[config.mk]
export PLATFORM = sky130hd
export DESIGN_NAME = systolic_pe_flat
export DESIGN_NICKNAME = d
export VERILOG_FILES = /design/src/rtl/systolic_pkg.sv /design/src/rtl/systolic_pe_if.sv /design/src/rtl/Bam_cell.sv /design/src/rtl/array_multiplier.sv /design/src/rtl/systolic_pe.sv /design/src/flat_wrapper.sv
export SDC_FILE = /design/constraint.sdc
export NUM_CORES = 1
export LEC_CHECK = 0
export CORE_MARGIN = 1.5
export CORE_UTILIZATION = 65
export CTS_CLUSTER_DIAMETER = 100
export DETAILED_ROUTE_END_ITERATION = 8
export DONT_BUFFER_PORTS = 1
export GPL_ROUTABILITY_DRIVEN = 0
export HOLD_SLACK_MARGIN = 0.1
export MAX_ROUTING_LAYER = met4
export PLACE_DENSITY = 0.81
export SLEW_MARGIN = 20
export SYNTH_ARGS = -nofsm -noshare
export SYNTH_HDL_FRONTEND = slang
export SYNTH_HIERARCHICAL = 1
export SYNTH_SLANG_ARGS = --single-unit
[constraint.sdc]
create_clock -name clk -period 6.1 [get_ports clk]
set_input_delay 1.525 -clock clk [delete_from_list [all_inputs] [get_ports clk]]
set_output_delay 1.525 -clock clk [all_outputs]
set_load 0.01 [all_outputs]
[src/rtl/systolic_pkg.sv]
// rtl/systolic_pkg.sv - shared defaults, state type and saturating adder for the systolic PE
package systolic_pkg;

    localparam int DATA_W_DEF = 8;
    localparam int ACC_W_DEF  = 32;
    localparam int K_LEN_DEF  = 16;

    typedef enum logic [1:0] {IDLE, ACC, DONE} pe_state_t;

    // Returns {clamped, value}: a + b limited to 2^width - 1 (width <= 64).
    function automatic logic [64:0] sat_add(input logic [63:0] a, input logic [63:0] b,
                                            input int unsigned width);
        logic [64:0] sum;
        logic [64:0] max_v;
        sum   = {1'b0, a} + {1'b0, b};
        max_v = (65'd1 << width) - 65'd1;
        if (sum > max_v) begin
            return {1'b1, max_v[63:0]};
        end
        return sum;
    endfunction

endpackage

[src/rtl/systolic_pe_if.sv]
// rtl/systolic_pe_if.sv - operand/result bundle of the PE; SAT exists only with SYSTOLIC_PE_SATURATE_EN
interface systolic_pe_if
    import systolic_pkg::*;
#(
    parameter int DATA_W = DATA_W_DEF,
    parameter int ACC_W  = ACC_W_DEF
);
    logic [DATA_W-1:0] A_in;
    logic [DATA_W-1:0] B_in;
    logic              valid_in;
    logic              clear;
    logic [DATA_W-1:0] A_out;
    logic [DATA_W-1:0] B_out;
    logic              valid_out;
    logic [ACC_W-1:0]  RES;
    logic              res_valid;
    logic              res_ready;
    logic              OVF;
`ifdef SYSTOLIC_PE_SATURATE_EN
    logic              SAT;

    modport slave  (input  A_in, B_in, valid_in, clear, res_ready,
                    output A_out, B_out, valid_out, RES, res_valid, OVF, SAT);
    modport master (output A_in, B_in, valid_in, clear, res_ready,
                    input  A_out, B_out, valid_out, RES, res_valid, OVF, SAT);
`else
    modport slave  (input  A_in, B_in, valid_in, clear, res_ready,
                    output A_out, B_out, valid_out, RES, res_valid, OVF);
    modport master (output A_in, B_in, valid_in, clear, res_ready,
                    input  A_out, B_out, valid_out, RES, res_valid, OVF);
`endif
endinterface

[src/rtl/Bam_cell.sv]
// rtl/Bam_cell.sv - multiplier cell: partial product a&b added to incoming sum and carry
module Bam_cell (
    input  logic a_i,
    input  logic b_i,
    input  logic sum_i,
    input  logic carry_i,
    output logic sum_o,
    output logic carry_o
);
    logic pp;

    assign pp      = a_i & b_i;
    assign sum_o   = pp ^ sum_i ^ carry_i;
    assign carry_o = (pp & sum_i) | (pp & carry_i) | (sum_i & carry_i);
endmodule

[src/rtl/array_multiplier.sv]
// rtl/array_multiplier.sv - unsigned carry-save array multiplier of Bam_cell with a final ripple row
module array_multiplier
    import systolic_pkg::*;
#(
    parameter int DATA_W = DATA_W_DEF
) (
    input  logic [DATA_W-1:0]   a_i,
    input  logic [DATA_W-1:0]   b_i,
    output logic [2*DATA_W-1:0] p_o
);
    // Row i adds a*b[i]; sums shift one column right per row, carries stay in column.
    for (genvar i = 0; i < DATA_W; i++) begin : g_row
        logic [DATA_W-1:0] s;
        logic [DATA_W-1:0] c;
        for (genvar j = 0; j < DATA_W; j++) begin : g_col
            logic sin;
            logic cin;
            if (i == 0) begin : g_top
                assign sin = 1'b0;
                assign cin = 1'b0;
            end else begin : g_inner
                if (j == DATA_W - 1) begin : g_edge
                    assign sin = 1'b0;
                end else begin : g_shift
                    assign sin = g_row[i-1].s[j+1];
                end
                assign cin = g_row[i-1].c[j];
            end
            Bam_cell u_cell (
                .a_i    (a_i[j]),
                .b_i    (b_i[i]),
                .sum_i  (sin),
                .carry_i(cin),
                .sum_o  (s[j]),
                .carry_o(c[j])
            );
        end
        assign p_o[i] = s[0];
    end

    // Ripple row resolves the leftover sum/carry vectors into the upper product half.
    for (genvar j = 0; j < DATA_W; j++) begin : g_fin
        logic rc_in;
        if (j == 0) begin : g_first
            assign rc_in = 1'b0;
        end else begin : g_chain
            assign rc_in = g_fin[j-1].g_cell.rc_out;
        end
        if (j == DATA_W - 1) begin : g_msb
            // Top bit: no shifted sum remains and the product cannot carry out of 2*DATA_W bits.
            assign p_o[2*DATA_W-1] = g_row[DATA_W-1].c[j] ^ rc_in;
        end else begin : g_cell
            logic rc_out;
            Bam_cell u_cell (
                .a_i    (g_row[DATA_W-1].s[j+1]),
                .b_i    (1'b1),
                .sum_i  (g_row[DATA_W-1].c[j]),
                .carry_i(rc_in),
                .sum_o  (p_o[DATA_W+j]),
                .carry_o(rc_out)
            );
        end
    end
endmodule

[src/rtl/systolic_pe.sv]
// rtl/systolic_pe.sv - output-stationary PE: forward A/B, multiply-accumulate K_LEN beats, SYSTOLIC_PE_SATURATE_EN clamps
module systolic_pe
    import systolic_pkg::*;
#(
    parameter int DATA_W = DATA_W_DEF,
    parameter int ACC_W  = ACC_W_DEF,
    parameter int K_LEN  = K_LEN_DEF
) (
    input  logic         clk,
    input  logic         rst,
    systolic_pe_if.slave pe
);
    localparam int                CNT_W    = (K_LEN > 1) ? $clog2(K_LEN) : 1;
    localparam logic [CNT_W-1:0]  LAST_CNT = CNT_W'(K_LEN - 1);

    logic [DATA_W-1:0]   a_fwd_q;
    logic [DATA_W-1:0]   b_fwd_q;
    logic                vld_fwd_q;
    logic [2*DATA_W-1:0] prod;
    logic [ACC_W-1:0]    p_q;
    logic                p_valid_q;
    pe_state_t           state_q;
    logic [ACC_W-1:0]    acc_q;
    logic [ACC_W-1:0]    sum_d;
    logic [CNT_W-1:0]    count_q;
    logic [ACC_W-1:0]    fin_q;
    logic [ACC_W-1:0]    res_q;
    logic                res_valid_q;
    logic                ovf_q;

    array_multiplier #(.DATA_W(DATA_W)) u_mult (
        .a_i(pe.A_in),
        .b_i(pe.B_in),
        .p_o(prod)
    );

`ifdef SYSTOLIC_PE_SATURATE_EN
    logic        sat_hit;
    logic        sat_run_q;
    logic        fin_sat_q;
    logic        sat_q;
    logic [64:0] sat_res;

    // Clamping accumulate adder; sat_hit marks a clamp on this beat.
    always_comb begin
        sat_res = sat_add(64'(acc_q), 64'(p_q), ACC_W);
        sum_d   = sat_res[ACC_W-1:0];
        sat_hit = sat_res[64];
    end
`else
    // Wrapping accumulate adder (modulo 2^ACC_W).
    always_comb begin
        sum_d = acc_q + p_q;
    end
`endif

    // Neighbour forwarding: plain one-cycle delay, independent of everything else.
    always_ff @(posedge clk or posedge rst) begin
        if (rst) begin
            a_fwd_q   <= '0;
            b_fwd_q   <= '0;
            vld_fwd_q <= 1'b0;
        end else begin
            a_fwd_q   <= pe.A_in;
            b_fwd_q   <= pe.B_in;
            vld_fwd_q <= pe.valid_in;
        end
    end

    // Stage 1: register the product; clear kills a beat entering the pipe.
    always_ff @(posedge clk or posedge rst) begin
        if (rst) begin
            p_q       <= '0;
            p_valid_q <= 1'b0;
        end else begin
            p_valid_q <= pe.valid_in & ~pe.clear;
            if (pe.valid_in) begin
                p_q <= ACC_W'(prod);
            end
        end
    end

    // Stage 2 FSM: accumulate; the K_LEN-th product parks its total in fin_q and restarts.
    // acc_q is already zero in IDLE and DONE, so acc_q + P covers the restart case too.
    always_ff @(posedge clk or posedge rst) begin
        if (rst) begin
            state_q   <= IDLE;
            acc_q     <= '0;
            count_q   <= '0;
            fin_q     <= '0;
`ifdef SYSTOLIC_PE_SATURATE_EN
            sat_run_q <= 1'b0;
            fin_sat_q <= 1'b0;
`endif
        end else if (pe.clear) begin
            state_q   <= IDLE;
            acc_q     <= '0;
            count_q   <= '0;
`ifdef SYSTOLIC_PE_SATURATE_EN
            sat_run_q <= 1'b0;
`endif
        end else if (p_valid_q) begin
            if (count_q == LAST_CNT) begin
                state_q   <= DONE;
                fin_q     <= sum_d;
                acc_q     <= '0;
                count_q   <= '0;
`ifdef SYSTOLIC_PE_SATURATE_EN
                fin_sat_q <= sat_run_q | sat_hit;
                sat_run_q <= 1'b0;
`endif
            end else begin
                state_q   <= ACC;
                acc_q     <= sum_d;
                count_q   <= count_q + CNT_W'(1);
`ifdef SYSTOLIC_PE_SATURATE_EN
                sat_run_q <= sat_run_q | sat_hit;
`endif
            end
        end else if (state_q == DONE) begin
            state_q <= IDLE;
        end
    end

    // Result port: publish in the DONE cycle so RES and res_valid change together.
    always_ff @(posedge clk or posedge rst) begin
        if (rst) begin
            res_q       <= '0;
            res_valid_q <= 1'b0;
            ovf_q       <= 1'b0;
`ifdef SYSTOLIC_PE_SATURATE_EN
            sat_q       <= 1'b0;
`endif
        end else if (state_q == DONE) begin
            res_q       <= fin_q;
            res_valid_q <= 1'b1;
            if (res_valid_q && !pe.res_ready) begin
                ovf_q <= 1'b1;
            end
`ifdef SYSTOLIC_PE_SATURATE_EN
            sat_q       <= fin_sat_q;
`endif
        end else if (res_valid_q && pe.res_ready) begin
            res_valid_q <= 1'b0;
        end
    end

    assign pe.A_out     = a_fwd_q;
    assign pe.B_out     = b_fwd_q;
    assign pe.valid_out = vld_fwd_q;
    assign pe.RES       = res_q;
    assign pe.res_valid = res_valid_q;
    assign pe.OVF       = ovf_q;
`ifdef SYSTOLIC_PE_SATURATE_EN
    assign pe.SAT       = sat_q;
`endif
endmodule

[src/flat_wrapper.sv]
// flat-port wrapper written by rule: the top's interface ports become plain ports
module systolic_pe_flat import systolic_pkg::*;
#(
    parameter int DATA_W = DATA_W_DEF,
    parameter int ACC_W  = ACC_W_DEF,
    parameter int K_LEN  = K_LEN_DEF
)
  (clk, rst, pe_A_in, pe_B_in, pe_valid_in, pe_clear, pe_res_ready, pe_A_out, pe_B_out, pe_valid_out, pe_RES, pe_res_valid, pe_OVF);
  systolic_pe_if #(.DATA_W(DATA_W), .ACC_W(ACC_W)) pe_i ();
  input  logic clk;
  input  logic rst;
  input wire logic [$bits(pe_i.A_in)-1:0] pe_A_in;
  input wire logic [$bits(pe_i.B_in)-1:0] pe_B_in;
  input wire logic [$bits(pe_i.valid_in)-1:0] pe_valid_in;
  input wire logic [$bits(pe_i.clear)-1:0] pe_clear;
  input wire logic [$bits(pe_i.res_ready)-1:0] pe_res_ready;
  output wire logic [$bits(pe_i.A_out)-1:0] pe_A_out;
  output wire logic [$bits(pe_i.B_out)-1:0] pe_B_out;
  output wire logic [$bits(pe_i.valid_out)-1:0] pe_valid_out;
  output wire logic [$bits(pe_i.RES)-1:0] pe_RES;
  output wire logic [$bits(pe_i.res_valid)-1:0] pe_res_valid;
  output wire logic [$bits(pe_i.OVF)-1:0] pe_OVF;
  assign pe_i.A_in = pe_A_in;
  assign pe_i.B_in = pe_B_in;
  assign pe_i.valid_in = pe_valid_in;
  assign pe_i.clear = pe_clear;
  assign pe_i.res_ready = pe_res_ready;
  assign pe_A_out = pe_i.A_out;
  assign pe_B_out = pe_i.B_out;
  assign pe_valid_out = pe_i.valid_out;
  assign pe_RES = pe_i.RES;
  assign pe_res_valid = pe_i.res_valid;
  assign pe_OVF = pe_i.OVF;
  systolic_pe #(.DATA_W(DATA_W), .ACC_W(ACC_W), .K_LEN(K_LEN)) u_core (.clk(clk), .rst(rst), .pe(pe_i));
endmodule
==> metrics.csv, run 1 <==
stage,metric,value,unit
global_routing,GR Overflow Total,0,
finish,area taken by multi-input logic gates,4630,um2
synth,most frequently used cell type in the post-synthesis netlist,sky130_fd_sc_hd__inv_1,
synth,Syn Inst Count,1003,
pwr,maximum vdd drop,0.281,mV
floorplan,number of rows created at floorplan,43,
global_routing,antenna violations before repair,0,
finish,number of nets in the layout,1134,
sta,final critical path time including I/O delays and setup,8.83,ns
route,first-iteration detailed-routing DRC count,416,
sta,slew at the pin closest to its max-slew limit,1.01,ns
synth,Synth top cells by count,"sky130_fd_sc_hd__inv_1 (291), sky130_fd_sc_hd__nand2_1 (155), sky130_fd_sc_hd__dfrtp_1 (138)",
finish,# fillers,1007,
worst_setup_path,worst endpoint data arrival time,9.15,ns
floorplan,I/O pins,72,
route,DRC,0,
place,Final HPWL DP,12400,um
clock_network,clock tree from TritonCTS,built,
synth,post-synth design cell area,9110,um2
worst_setup_path,endpoint kind of the worst setup timing path,flop,
place,IO Port Bufs,0,
route,overall routed net length,17400,um
worst_setup_path,CP Max Fanout,9,
clock_network,clock tree sinks,138,
synth,cell types occupying the most area after synthesis,"sky130_fd_sc_hd__dfrtp_1 (38%), sky130_fd_sc_hd__fa_1 (16%), sky130_fd_sc_hd__inv_1 (12%)",
sta,Peak Freq,113,MHz
finish,Antenna Cells,0,
route,Final ANT Viol Nets,0,
worst_setup_path,cell type of the slowest stage on the worst timing path,sky130_fd_sc_hd__fa_2,
place,worst setup slack before clock tree synthesis,-3.24,ns
flow_run,max-cap viol count,0,
min_path,type of the tightest min-delay check,reg2reg,
sta,setup skew after layout,0.0103,ns
clock_network,Max Buffers Root-to-Sink,2,
worst_setup_path,Worst Path Required,6.42,ns
global_routing,vias in the first global route,6664,
clock_network,source-to-sink clock delay at the later pin of the worst-skew pair,0.43,ns
pwr,total power consumption of the routed design,4070,uW
global_routing,total routing resource utilization after global routing,27.1,%
run_status,violations in the final reports,setup timing,
clock_network,cts hold-fix bufs,0,
sta,ratio of final minimum period to clock period,145,%
synth,sequential element share of the synthesized area,37.9,%
worst_setup_path,worst stage delay on the critical path,0.52,ns
sta,post-route worst setup slack,-2.73,ns
sta,headroom to the max-slew limit,32.7,%
finish,final core utilization,73.0,%
synth,post-synth cell types,52,
sta,final hold violation count,0,
synth,Synth Warn #,6,
worst_setup_path,Crit Path Class,in2reg,
pwr,Power Dens Cells,405,nW/um2
route,vias per std cell,5.35,
finish,final std cells w/o fill,1217,
pwr,Pleak,0.00528,uW
synth,average cell area after synthesis,9.08,um2
floorplan,Initial Util,66.1,%
sta,final-layout worst hold slack,0.480,ns
synth,largest area contributor in the synthesized netlist,sky130_fd_sc_hd__dfrtp_1,
global_routing,pin count of the biggest net entering global routing,78,
clock_network,# H-tree levels,4,
run_status,status,finished with violations,
floorplan,die height,121,um
synth,top flip-flop cell by instance count after synthesis,sky130_fd_sc_hd__dfrtp_1,
synth,share of flip-flops with an asynchronous set or reset,100,%
synth,number of enable-type register cells in the synthesized netlist,0,
sta,setup repair after global routing missed its margin,yes,
finish,sequential cell area,3450,um2
floorplan,overall die area,14700,um2
clock_network,clk root buf,sky130_fd_sc_hd__clkbuf_16,
sta,final setup violation count,8,
synth,number of synthesized register bits,138,
place,number of instances in the placed design,1185,
floorplan,chip width,121,um
clock_network,Clock Pin Slew Worst Setup and Hold Paths,0.06,ns
clock_network,clock buffers created by TritonCTS,17,
route,drt wl/cell,14.3,um
floorplan,area inside the core boundary,13800,um2
global_routing,global-route wire length before repair,30300,um
finish,fraction of layout instances using a drive strength above 1,16.1,%
route,first-pass iteration count of the detailed router,5,
sta,Max Slew Vio Count,0,
worst_setup_path,dominant cell type by count on the critical path,sky130_fd_sc_hd__inv_2,
finish,area added between synthesis and finish,10.3,%
worst_setup_path,critical path launch point type,input port,
synth,area fraction of the dominant cell type after synthesis,37.9,%
route,via count,6506,
## area by class of cell
cell class | instances | share of cell area (%)
Sequential cell | 138 | 34.4
Timing Repair Buffer | 6 | 0.448
Clock inverter | 15 | 1.74
Inverter | 291 | 10.9
Tap cell | 180 | 2.24
Clock buffer | 17 | 4.23
Multi-Input combinational cell | 570 | 46.0
## path summary, 6_finish.rpt
| kind | from | endpoint | slack [ns] | cells after the start |
|---|---|---|---|---|
| max | pe_A_in[7] | u_core/p_q[14] | -2.73 | 46 |
| min | u_core/fin_q[0] | u_core/fin_q[0] | 0.48 | 2 |
| max reg2reg | u_core/p_q[0] | u_core/fin_q[24] | 3.10 | 9 |
| min reg2reg | u_core/fin_q[0] | u_core/fin_q[0] | 0.48 | 2 |
| max in group asynchronous | rst | u_core/pe.B_out[5] | 3.81 | 2 |
| min in group asynchronous | rst | u_core/pe.RES[0] | 1.06 | 1 |
## registers in the layout, indices dropped and copies added, names as in the netlist
register             flops
u_core/acc_q            32
u_core/count_q           4
u_core/fin_q            32
u_core/p_q              16
u_core/p_valid_q         1
u_core/pe.A_out          8
u_core/pe.B_out          8
u_core/pe.OVF            1
u_core/pe.RES           32
u_core/pe.res_valid      1
u_core/pe.valid_out      1
u_core/state_q           2
## routing by layer
layer  share of wire (%)  vias to the layer above  global-route usage, %
met3                 6.1                       36                   5.73
met4                 1.8                        0                   10.7
li1                    -                     3078                      -
met1                  44                     3189                   34.1
met5                   0                        -                      -
met2                  49                      203                   43.1
## timing repair
| action | CTS | global route |
|---|---|---|
| buffers inserted | 0 | 0 |
| setup endpoints to repair | 8 | 8 |
| pin swaps | 2 | 4 |
| resized for setup | 22 | 21 |
## placed cells by master, fill, tap and decap left out, types with 8 or more instances in the layout
master / netlist / routed
sky130_fd_sc_hd__nand2_1: 155 / 152
sky130_fd_sc_hd__clkbuf_16: 0 / 17
sky130_fd_sc_hd__dfrtp_1: 138 / 138
sky130_fd_sc_hd__fa_1: 72 / 57
sky130_fd_sc_hd__ha_1: 17 / 17
sky130_fd_sc_hd__a21oi_1: 24 / 24
sky130_fd_sc_hd__nor2_1: 17 / 17
sky130_fd_sc_hd__nor3_1: 9 / 8
sky130_fd_sc_hd__xnor2_1: 14 / 14
sky130_fd_sc_hd__a31oi_1: 8 / 8
sky130_fd_sc_hd__inv_1: 291 / 242
sky130_fd_sc_hd__a22o_1: 13 / 13
sky130_fd_sc_hd__xor2_1: 12 / 12
sky130_fd_sc_hd__conb_1: 2 / 31
sky130_fd_sc_hd__o21ai_0: 47 / 47
sky130_fd_sc_hd__inv_2: 0 / 48
sky130_fd_sc_hd__mux2_4: 0 / 9
sky130_fd_sc_hd__nand3_1: 13 / 13
sky130_fd_sc_hd__fa_2: 0 / 15
sky130_fd_sc_hd__nand4_1: 8 / 8
sky130_fd_sc_hd__mux2_2: 52 / 43
## power breakdown
group | internal, uW | switching, uW
clock | 586 | 452
sequential | 1050 | 105
combinational | 799 | 1080
total | 2430 | 1640
## worst max-delay path: cells and delay by family
| kind | cells | cell delay (ns) |
|---|---|---|
| fa+ha+maj | 15 | 5.98 |
| simple gates | 2 | 0.08 |
| buf+inv | 28 | 1.31 |
| mux | 1 | 0.24 |
## stage by stage
stage                     setup TNS [ns]  instance area [um2]
after floorplan                   -14.43                 9260
after global placement            -16.74                 9400
after detailed placement          -17.45                 9400
after CTS                         -13.41                10000
after global routing              -15.56                10000
final                             -13.04                10000
## logic make-up after synthesis
family                     share of synthesized area, %
and+or+nand+nor                                    11.2
other                                            0.0825
xor gates and xnor gates                           2.50
DFF                                                37.9
adders and majority gates                          18.2
AOI/OAI and AO/OA                                  9.82
buffers and inverters                              13.5
muxes                                              6.76
No activity file was read; power rests on OpenSTA's default activity.
==> inputs of run 2 (changes only) <==
--- a/config.mk
+++ b/config.mk
@@ -5,6 +5,7 @@
 export SDC_FILE = /design/constraint.sdc
 export NUM_CORES = 1
 export LEC_CHECK = 0
+export CORE_ASPECT_RATIO = 1.5
 export CORE_MARGIN = 1.5
 export CORE_UTILIZATION = 65
 export CTS_CLUSTER_DIAMETER = 100
==> run 2 against run 1 <==
The run still ends with setup timing left. Core utilization increased by 0.36 points. Clock power shrank 9.6%. Register-to-register slack improved by 0.13 ns. Cell area fell by 0.78%. Via count fell by 0.98%. Clock skew shrank 0.0029 ns. Sequential power about the same. Final cell count is 1.8% lower. Largest power group unchanged. Worst hold slack worse by 0.022 ns. Setup slack worse by 0.14 ns. Total power fell by 1.1%.
==> metrics.csv, run 2 (synthesis gave the netlist of run 1 again) <==
stage,metric,value,unit,change
run_status,status,finished with violations,,
run_status,violations in the final reports,setup timing,,
pwr,Pleak,0.00525,uW,-0.64%
sta,headroom to the max-slew limit,30.5,%,-2.2 points
pwr,Clock Power Share,23.3,%,-2.2 points
route,overall routed net length,17800,um,+1.9%
clock_network,cts hold-fix bufs,0,,unchanged
place,Final HPWL DP,13200,um,+6.8%
route,drt wl/cell,14.9,um,+3.8%
floorplan,number of rows created at floorplan,52,,+21%
route,first-pass iteration count of the detailed router,6,,+1
min_path,number of cells traversed by the worst hold path,2,,unchanged
floorplan,die height,148,um,+22%
clock_network,# H-tree levels,4,,unchanged
global_routing,pin count of the biggest net entering global routing,89,,+14%
clock_network,clock tree sinks,138,,unchanged
sta,slew at the pin closest to its max-slew limit,1.04,ns,+0.0331 ns
worst_setup_path,cell type of the slowest stage on the worst timing path,sky130_fd_sc_hd__fa_2,,
global_routing,total routing resource utilization after global routing,26.6,%,-0.48 points
floorplan,Initial Util,67.0,%,+0.85 points
clock_network,post-CTS setup repair buffer count,0,,unchanged
worst_setup_path,family with the most delay on the worst path,adder cells,,
sta,Peak Freq,111,MHz,-1.6%
worst_setup_path,endpoint kind of the worst setup timing path,flop,,
worst_setup_path,CP Max Fanout,9,,unchanged
sta,final-layout worst hold slack,0.458,ns,-0.0221 ns
sta,final setup violation count,8,,unchanged
sta,final critical path time including I/O delays and setup,8.97,ns,+0.139 ns
pwr,internal power component,2430,uW,-0.19%
clock_network,clock tree from TritonCTS,built,,
floorplan,chip width,99.6,um,-18%
worst_setup_path,capture point of the worst reg-to-reg path,u_core/acc_q[14],,
floorplan,area inside the core boundary,13600,um2,-1.3%
finish,"top library cells by usage in the layout, fill and taps aside","sky130_fd_sc_hd__inv_1 (240), sky130_fd_sc_hd__nand2_1 (152), sky130_fd_sc_hd__dfrtp_1 (138)",,
finish,fraction of layout instances using a drive strength above 1,16.5,%,+0.35 points
sta,final hold violation count,0,,unchanged
worst_setup_path,worst endpoint data arrival time,9.27,ns,+0.12 ns
clock_network,clock buffers created by TritonCTS,17,,unchanged
worst_setup_path,Worst Path Required,6.40,ns,-0.02 ns
clock_network,source-to-sink clock delay at the later pin of the worst-skew pair,0.42,ns,about the same
clock_network,Max Buffers Root-to-Sink,2,,unchanged
route,Final ANT Viol Nets,0,,unchanged
pwr,switching power of the nets,1600,uW,-2.4%
global_routing,global-route wire length before repair,29700,um,-1.9%
pwr,Power Dens Cells,404,nW/um2,-0.29%
finish,most frequent standard cell in the layout excluding fill and tap cells,sky130_fd_sc_hd__inv_1,,
route,DRC,0,,unchanged
pwr,maximum vdd drop,0.221,mV,-21%
worst_setup_path,number of cells on the worst reg-to-reg path,8,,-1
clock_network,Clock Pin Slew Worst Setup and Hold Paths,0.06,ns,about the same
floorplan,overall die area,14700,um2,+0.10%
pwr,total power consumption of the routed design,4030,uW,-1.1%
clock_network,clk root buf,sky130_fd_sc_hd__clkbuf_16,,
pwr,fraction of power consumed by sequential logic,28.6,%,+0.3 points
route,via count,6442,,-0.98%
sta,ratio of final minimum period to clock period,147,%,+2.3 points
min_path,Worst Hold End,u_core/fin_q[31],,
worst_setup_path,number of buffer and inverter stages on the critical path,29,,+3.6%
floorplan,I/O pins,72,,unchanged
global_routing,GR Overflow Total,0,,unchanged
min_path,type of the tightest min-delay check,reg2reg,,
finish,number of nets in the layout,1133,,-0.088%
place,IO Port Bufs,0,,unchanged
sta,setup skew after layout,0.00738,ns,-0.00289 ns
global_routing,vias in the first global route,6677,,+0.20%
finish,final core utilization,73.3,%,+0.36 points
sta,post-route worst setup slack,-2.87,ns,-0.139 ns
sta,Max Slew Vio Count,0,,unchanged
route,first-iteration detailed-routing DRC count,374,,-10%
worst_setup_path,critical path launch point type,input port,,
worst_setup_path,worst stage delay on the critical path,0.53,ns,about the same
worst_setup_path,worst reg2reg startpoint,u_core/p_q[0],,
place,worst setup slack before clock tree synthesis,-3.39,ns,-0.154 ns
finish,Antenna Cells,0,,unchanged
pwr,switching share of power,39.7,%,-0.53 points
finish,area added between synthesis and finish,9.48,%,
route,vias per std cell,5.39,,+0.84%
flow_run,max-cap viol count,0,,unchanged
worst_setup_path,dominant cell type by count on the critical path,sky130_fd_sc_hd__inv_2,,
min_path,start point of the worst min-delay path,u_core/fin_q[31],,
worst_setup_path,FF-to-FF setup slack,3.23,ns,+0.13 ns
pwr,Combinational Power Share,48.1,%,+1.9 points
global_routing,antenna violations before repair,0,,unchanged
sta,setup repair after global routing missed its margin,yes,,
worst_setup_path,Crit Path Class,in2reg,,
==> run 2: changes by cell type in the layout (fill, tap and decap cells not counted), sizes merged <==
| cell | previous run | this run |
|---|---|---|
| buf | 6 | 5 |
| clkbuf | 17 | 18 |
| clkinv | 2 | 6 |
| inv | 301 | 293 |
==> run 2: worst min-delay path: cells and delay by family, from the launching register on <==
kind             cells  cell delay, ns
AND/OR/NAND/NOR      2            0.09
flip-flops           1            0.34
==> run 2: layout make-up <==
class,count,area [um2]
Multi-Input combinational cell,570,4640
Timing Repair Buffer,5,41.3
Clock buffer,18,439
Sequential cell,138,3450
Fill cell,968,3630
Tap cell,162,203
Clock inverter,11,100
Inverter,291,1100
==> run 2: worst max path at each step <==
stage,start,endpoint,slack [ns],depth (start not counted)
after CTS,pe_A_in[7],u_core/p_q[14],-2.92,46
after floorplan,pe_A_in[7],u_core/p_q[14],-2.82,46
after global placement,pe_A_in[7],u_core/p_q[14],-3.11,46
after detailed placement,pe_A_in[7],u_core/p_q[14],-3.39,46
final,pe_A_in[7],u_core/p_q[14],-2.87,46
after global routing,pe_A_in[7],u_core/p_q[14],-3.10,46
==> run 2: metal layers <==
| layer | GRT usage [%] | routed length [um] | vias up |
|---|---|---|---|
| li1 | - | - | 3067 |
| met1 | 26.3 | 6420 | 3155 |
| met2 | 48.7 | 10000 | 165 |
| met3 | 4.68 | 575 | 55 |
| met4 | 14.3 | 736 | 0 |
| met5 | - | 0 | - |
==> run 2: timing repair <==
| item | CTS | global route |
|---|---|---|
| endpoints found under the setup margin | 8 | 9 |
| pin swaps | 3 | 8 |
| resized for setup | 20 | 28 |
==> run 2: stage by stage <==
step / cell area (um2) / TNS, ns / instances
floorplan: 9260 / -14.43 / 1032
global placement: 9370 / -16.53 / 1165
detailed placement: 9370 / -18.53 / 1165
CTS: 9920 / -14.36 / 1194
global route: 9970 / -15.55 / 1195
finish: 9970 / -13.95 / 1195
==> run 2: power by group through the flow <==
stage          registers [uW]  logic, uW  clock network [uW]
2_1_floorplan            1130       1470                   0
3_3_place_gp             1160       1620                   0
3_5_place_dp             1160       1770                   0
4_1_cts                  1150       1830                 958
5_1_grt                  1160       2210                 994
6_report                 1150       1930                 940
==> inputs of run 3 (changes only) <==
--- a/config.mk
+++ b/config.mk
@@ -5,7 +5,7 @@
 export SDC_FILE = /design/constraint.sdc
 export NUM_CORES = 1
 export LEC_CHECK = 0
-export CORE_ASPECT_RATIO = 1.5
+export CORE_ASPECT_RATIO = 1.1
 export CORE_MARGIN = 1.5
 export CORE_UTILIZATION = 65
 export CTS_CLUSTER_DIAMETER = 100
==> run 3 against run 2 <==
The run still ends with setup timing left. Sequential share of layout area is 0.27 points lower. Die area hardly changed. Non-clock buffer count grew 1. Sequential power about the same. Critical path depth did not move. First-iteration DRC count down 18%. Cell area up 0.79%. Critical path type unchanged. Critical endpoint unchanged.
==> metrics.csv, run 3 (synthesis gave the netlist of run 1 again) <==
stage,metric,value,unit,change
pwr,switching share of power,40.0,%,+0.26 points
floorplan,number of rows created at floorplan,45,,-13%
place,IO Port Bufs,0,,unchanged
finish,# fillers,1006,,+3.9%
place,number of instances in the placed design,1193,,+2.4%
pwr,Combinational Power Share,46.7,%,-1.4 points
finish,sequential cell area,3450,um2,unchanged
finish,final core utilization,73.1,%,-0.17 points
finish,fraction of layout instances using a drive strength above 1,15.8,%,-0.64 points
floorplan,area inside the core boundary,13700,um2,+1.0%
pwr,Clock Power Share,24.9,%,+1.6 points
global_routing,antenna violations before repair,0,,unchanged
run_status,status,finished with violations,,
worst_setup_path,Crit Path Class,in2reg,,
clock_network,clock tree from TritonCTS,built,,
sta,setup repair after global routing missed its margin,yes,,
finish,Antenna Cells,0,,unchanged
global_routing,pin count of the biggest net entering global routing,98,,+10%
floorplan,Initial Util,66.3,%,-0.68 points
pwr,Pleak,0.00528,uW,+0.63%
finish,final std cells w/o fill,1225,,+2.5%
sta,post-route worst setup slack,-2.78,ns,+0.0920 ns
global_routing,vias in the first global route,6456,,-3.3%
place,Final HPWL DP,12500,um,-5.8%
pwr,internal power component,2430,uW,+0.24%
worst_setup_path,worst endpoint data arrival time,9.18,ns,-0.09 ns
clock_network,source-to-sink clock delay at the later pin of the worst-skew pair,0.43,ns,about the same
route,via count,6396,,-0.71%
pwr,switching power of the nets,1620,uW,+1.3%
floorplan,chip width,116,um,+16%
sta,ratio of final minimum period to clock period,146,%,-1.5 points
route,vias per std cell,5.22,,-3.1%
worst_setup_path,critical path launch point type,input port,,
worst_setup_path,cell type of the slowest stage on the worst timing path,sky130_fd_sc_hd__fa_1,,
route,first-pass iteration count of the detailed router,5,,-1
pwr,maximum vdd drop,0.217,mV,-2.1%
finish,area added between synthesis and finish,10.3,%,
clock_network,clock buffers created by TritonCTS,17,,unchanged
worst_setup_path,FF-to-FF setup slack,3.18,ns,-0.05 ns
clock_network,Max Buffers Root-to-Sink,2,,unchanged
run_status,violations in the final reports,setup timing,,
sta,Max Slew Vio Count,0,,unchanged
worst_setup_path,Worst Path Required,6.40,ns,about the same
finish,"top library cells by usage in the layout, fill and taps aside","sky130_fd_sc_hd__inv_1 (248), sky130_fd_sc_hd__nand2_1 (152), sky130_fd_sc_hd__dfrtp_1 (138)",,
worst_setup_path,worst stage delay on the critical path,0.52,ns,about the same
pwr,Power Dens Cells,403,nW/um2,-0.12%
sta,final hold violation count,0,,unchanged
route,DRC,0,,unchanged
finish,most frequent standard cell in the layout excluding fill and tap cells,sky130_fd_sc_hd__inv_1,,
sta,setup skew after layout,0.0118,ns,+0.00446 ns
worst_setup_path,CP Max Fanout,9,,unchanged
finish,number of nets in the layout,1134,,+0.088%
worst_setup_path,endpoint kind of the worst setup timing path,flop,,
clock_network,post-CTS setup repair buffer count,0,,unchanged
sta,slew at the pin closest to its max-slew limit,0.945,ns,-0.0973 ns
flow_run,max-cap viol count,0,,unchanged
clock_network,Clock Pin Slew Worst Setup and Hold Paths,0.06,ns,about the same
finish,area taken by multi-input logic gates,4630,um2,about the same
clock_network,clk root buf,sky130_fd_sc_hd__clkbuf_16,,
route,Final ANT Viol Nets,0,,unchanged
route,first-iteration detailed-routing DRC count,306,,-18%
global_routing,total routing resource utilization after global routing,26.4,%,-0.14 points
pwr,fraction of power consumed by sequential logic,28.5,%,about the same
clock_network,# H-tree levels,4,,unchanged
global_routing,GR Overflow Total,0,,unchanged
route,drt wl/cell,14.1,um,-5.4%
sta,final setup violation count,8,,unchanged
worst_setup_path,dominant cell type by count on the critical path,sky130_fd_sc_hd__inv_2,,
floorplan,I/O pins,72,,unchanged
route,overall routed net length,17200,um,-3.0%
floorplan,overall die area,14700,um2,about the same
min_path,type of the tightest min-delay check,reg2reg,,
sta,headroom to the max-slew limit,37.0,%,+6.5 points
floorplan,die height,127,um,-14%
sta,Peak Freq,113,MHz,+1.0%
clock_network,clock tree sinks,138,,unchanged
global_routing,global-route wire length before repair,29800,um,+0.28%
sta,final critical path time including I/O delays and setup,8.88,ns,-0.0920 ns
run 3: cell types whose count changed in the layout (fill, tap and decap cells not counted), moves of 2 or more:
cell / previous run / this run
sky130_fd_sc_hd__inv_2: 50 / 42
sky130_fd_sc_hd__clkinv_4: 2 / 0
sky130_fd_sc_hd__buf_4: 4 / 6
sky130_fd_sc_hd__inv_6: 3 / 7
sky130_fd_sc_hd__clkinv_2: 4 / 2
sky130_fd_sc_hd__inv_1: 240 / 248
sky130_fd_sc_hd__inv_8: 0 / 3
run 3: path summary, 6_finish.rpt:
check / start / to / depth (start not counted)
max: pe_A_in[7] / u_core/p_q[14] / 46
min: u_core/fin_q[3] / u_core/fin_q[3] / 2
max reg2reg: u_core/p_q[0] / u_core/fin_q[24] / 9
min reg2reg: u_core/fin_q[3] / u_core/fin_q[3] / 2
max in group asynchronous: rst / u_core/acc_q[16] / 2
min in group asynchronous: rst / u_core/fin_q[0] / 1
run 3: cell type report:
| type | count | share of cell area (%) |
|---|---|---|
| clock buffers | 17 | 4.23 |
| clock inverters | 15 | 1.57 |
| inverters | 291 | 10.9 |
| multi-input cells | 570 | 46.1 |
| flip-flops and latches | 138 | 34.4 |
| well taps | 188 | 2.34 |
| repair buffers | 6 | 0.448 |
run 3: critical path: cells and delay by family:
kind | cells | cell delay, ns
buffers and inverters | 28 | 1.32
AND/OR/NAND/NOR | 2 | 0.09
adder cells (fa/ha/maj) | 15 | 5.99
multiplexers | 1 | 0.25
run 3: power by group through the flow:
stage | logic, uW | clock network [uW] | registers (uW)
CTS | 1830 | 1030 | 1150
detailed placement | 1720 | 0 | 1160
global route | 2210 | 1070 | 1170
floorplan | 1470 | 0 | 1130
finish | 1890 | 1010 | 1150
global placement | 1620 | 0 | 1160
run 3: repair_timing:
| action | CTS | global route |
|---|---|---|
| endpoints found under the setup margin | 8 | 8 |
| hold buffers | 0 | 0 |
| pin swaps | 3 | 2 |
| hold endpoints to repair | 0 | 0 |
| resized for setup | 23 | 17 |
run 3: per-stage QoR:
step                      worst slack, ns  hold slack (ns)  power (uW)  area, um2  TNS (ns)
after floorplan                     -2.82            0.435        2610       9260    -14.43
after global placement              -3.10            0.454        2780       9410    -16.56
after detailed placement            -3.23            0.455        2890       9410    -17.61
after CTS                           -2.77            0.479        4010      10000    -13.30
after global routing                -3.07            0.496        4450      10000    -15.43
final                               -2.78            0.475        4050      10000    -13.36
run 3: layer usage:
metal,GRT usage [%],part of all wire [%]
met1,32.9,43
met2,42.8,50
met3,5.31,4.8
met4,9.97,1.7
met5,-,0
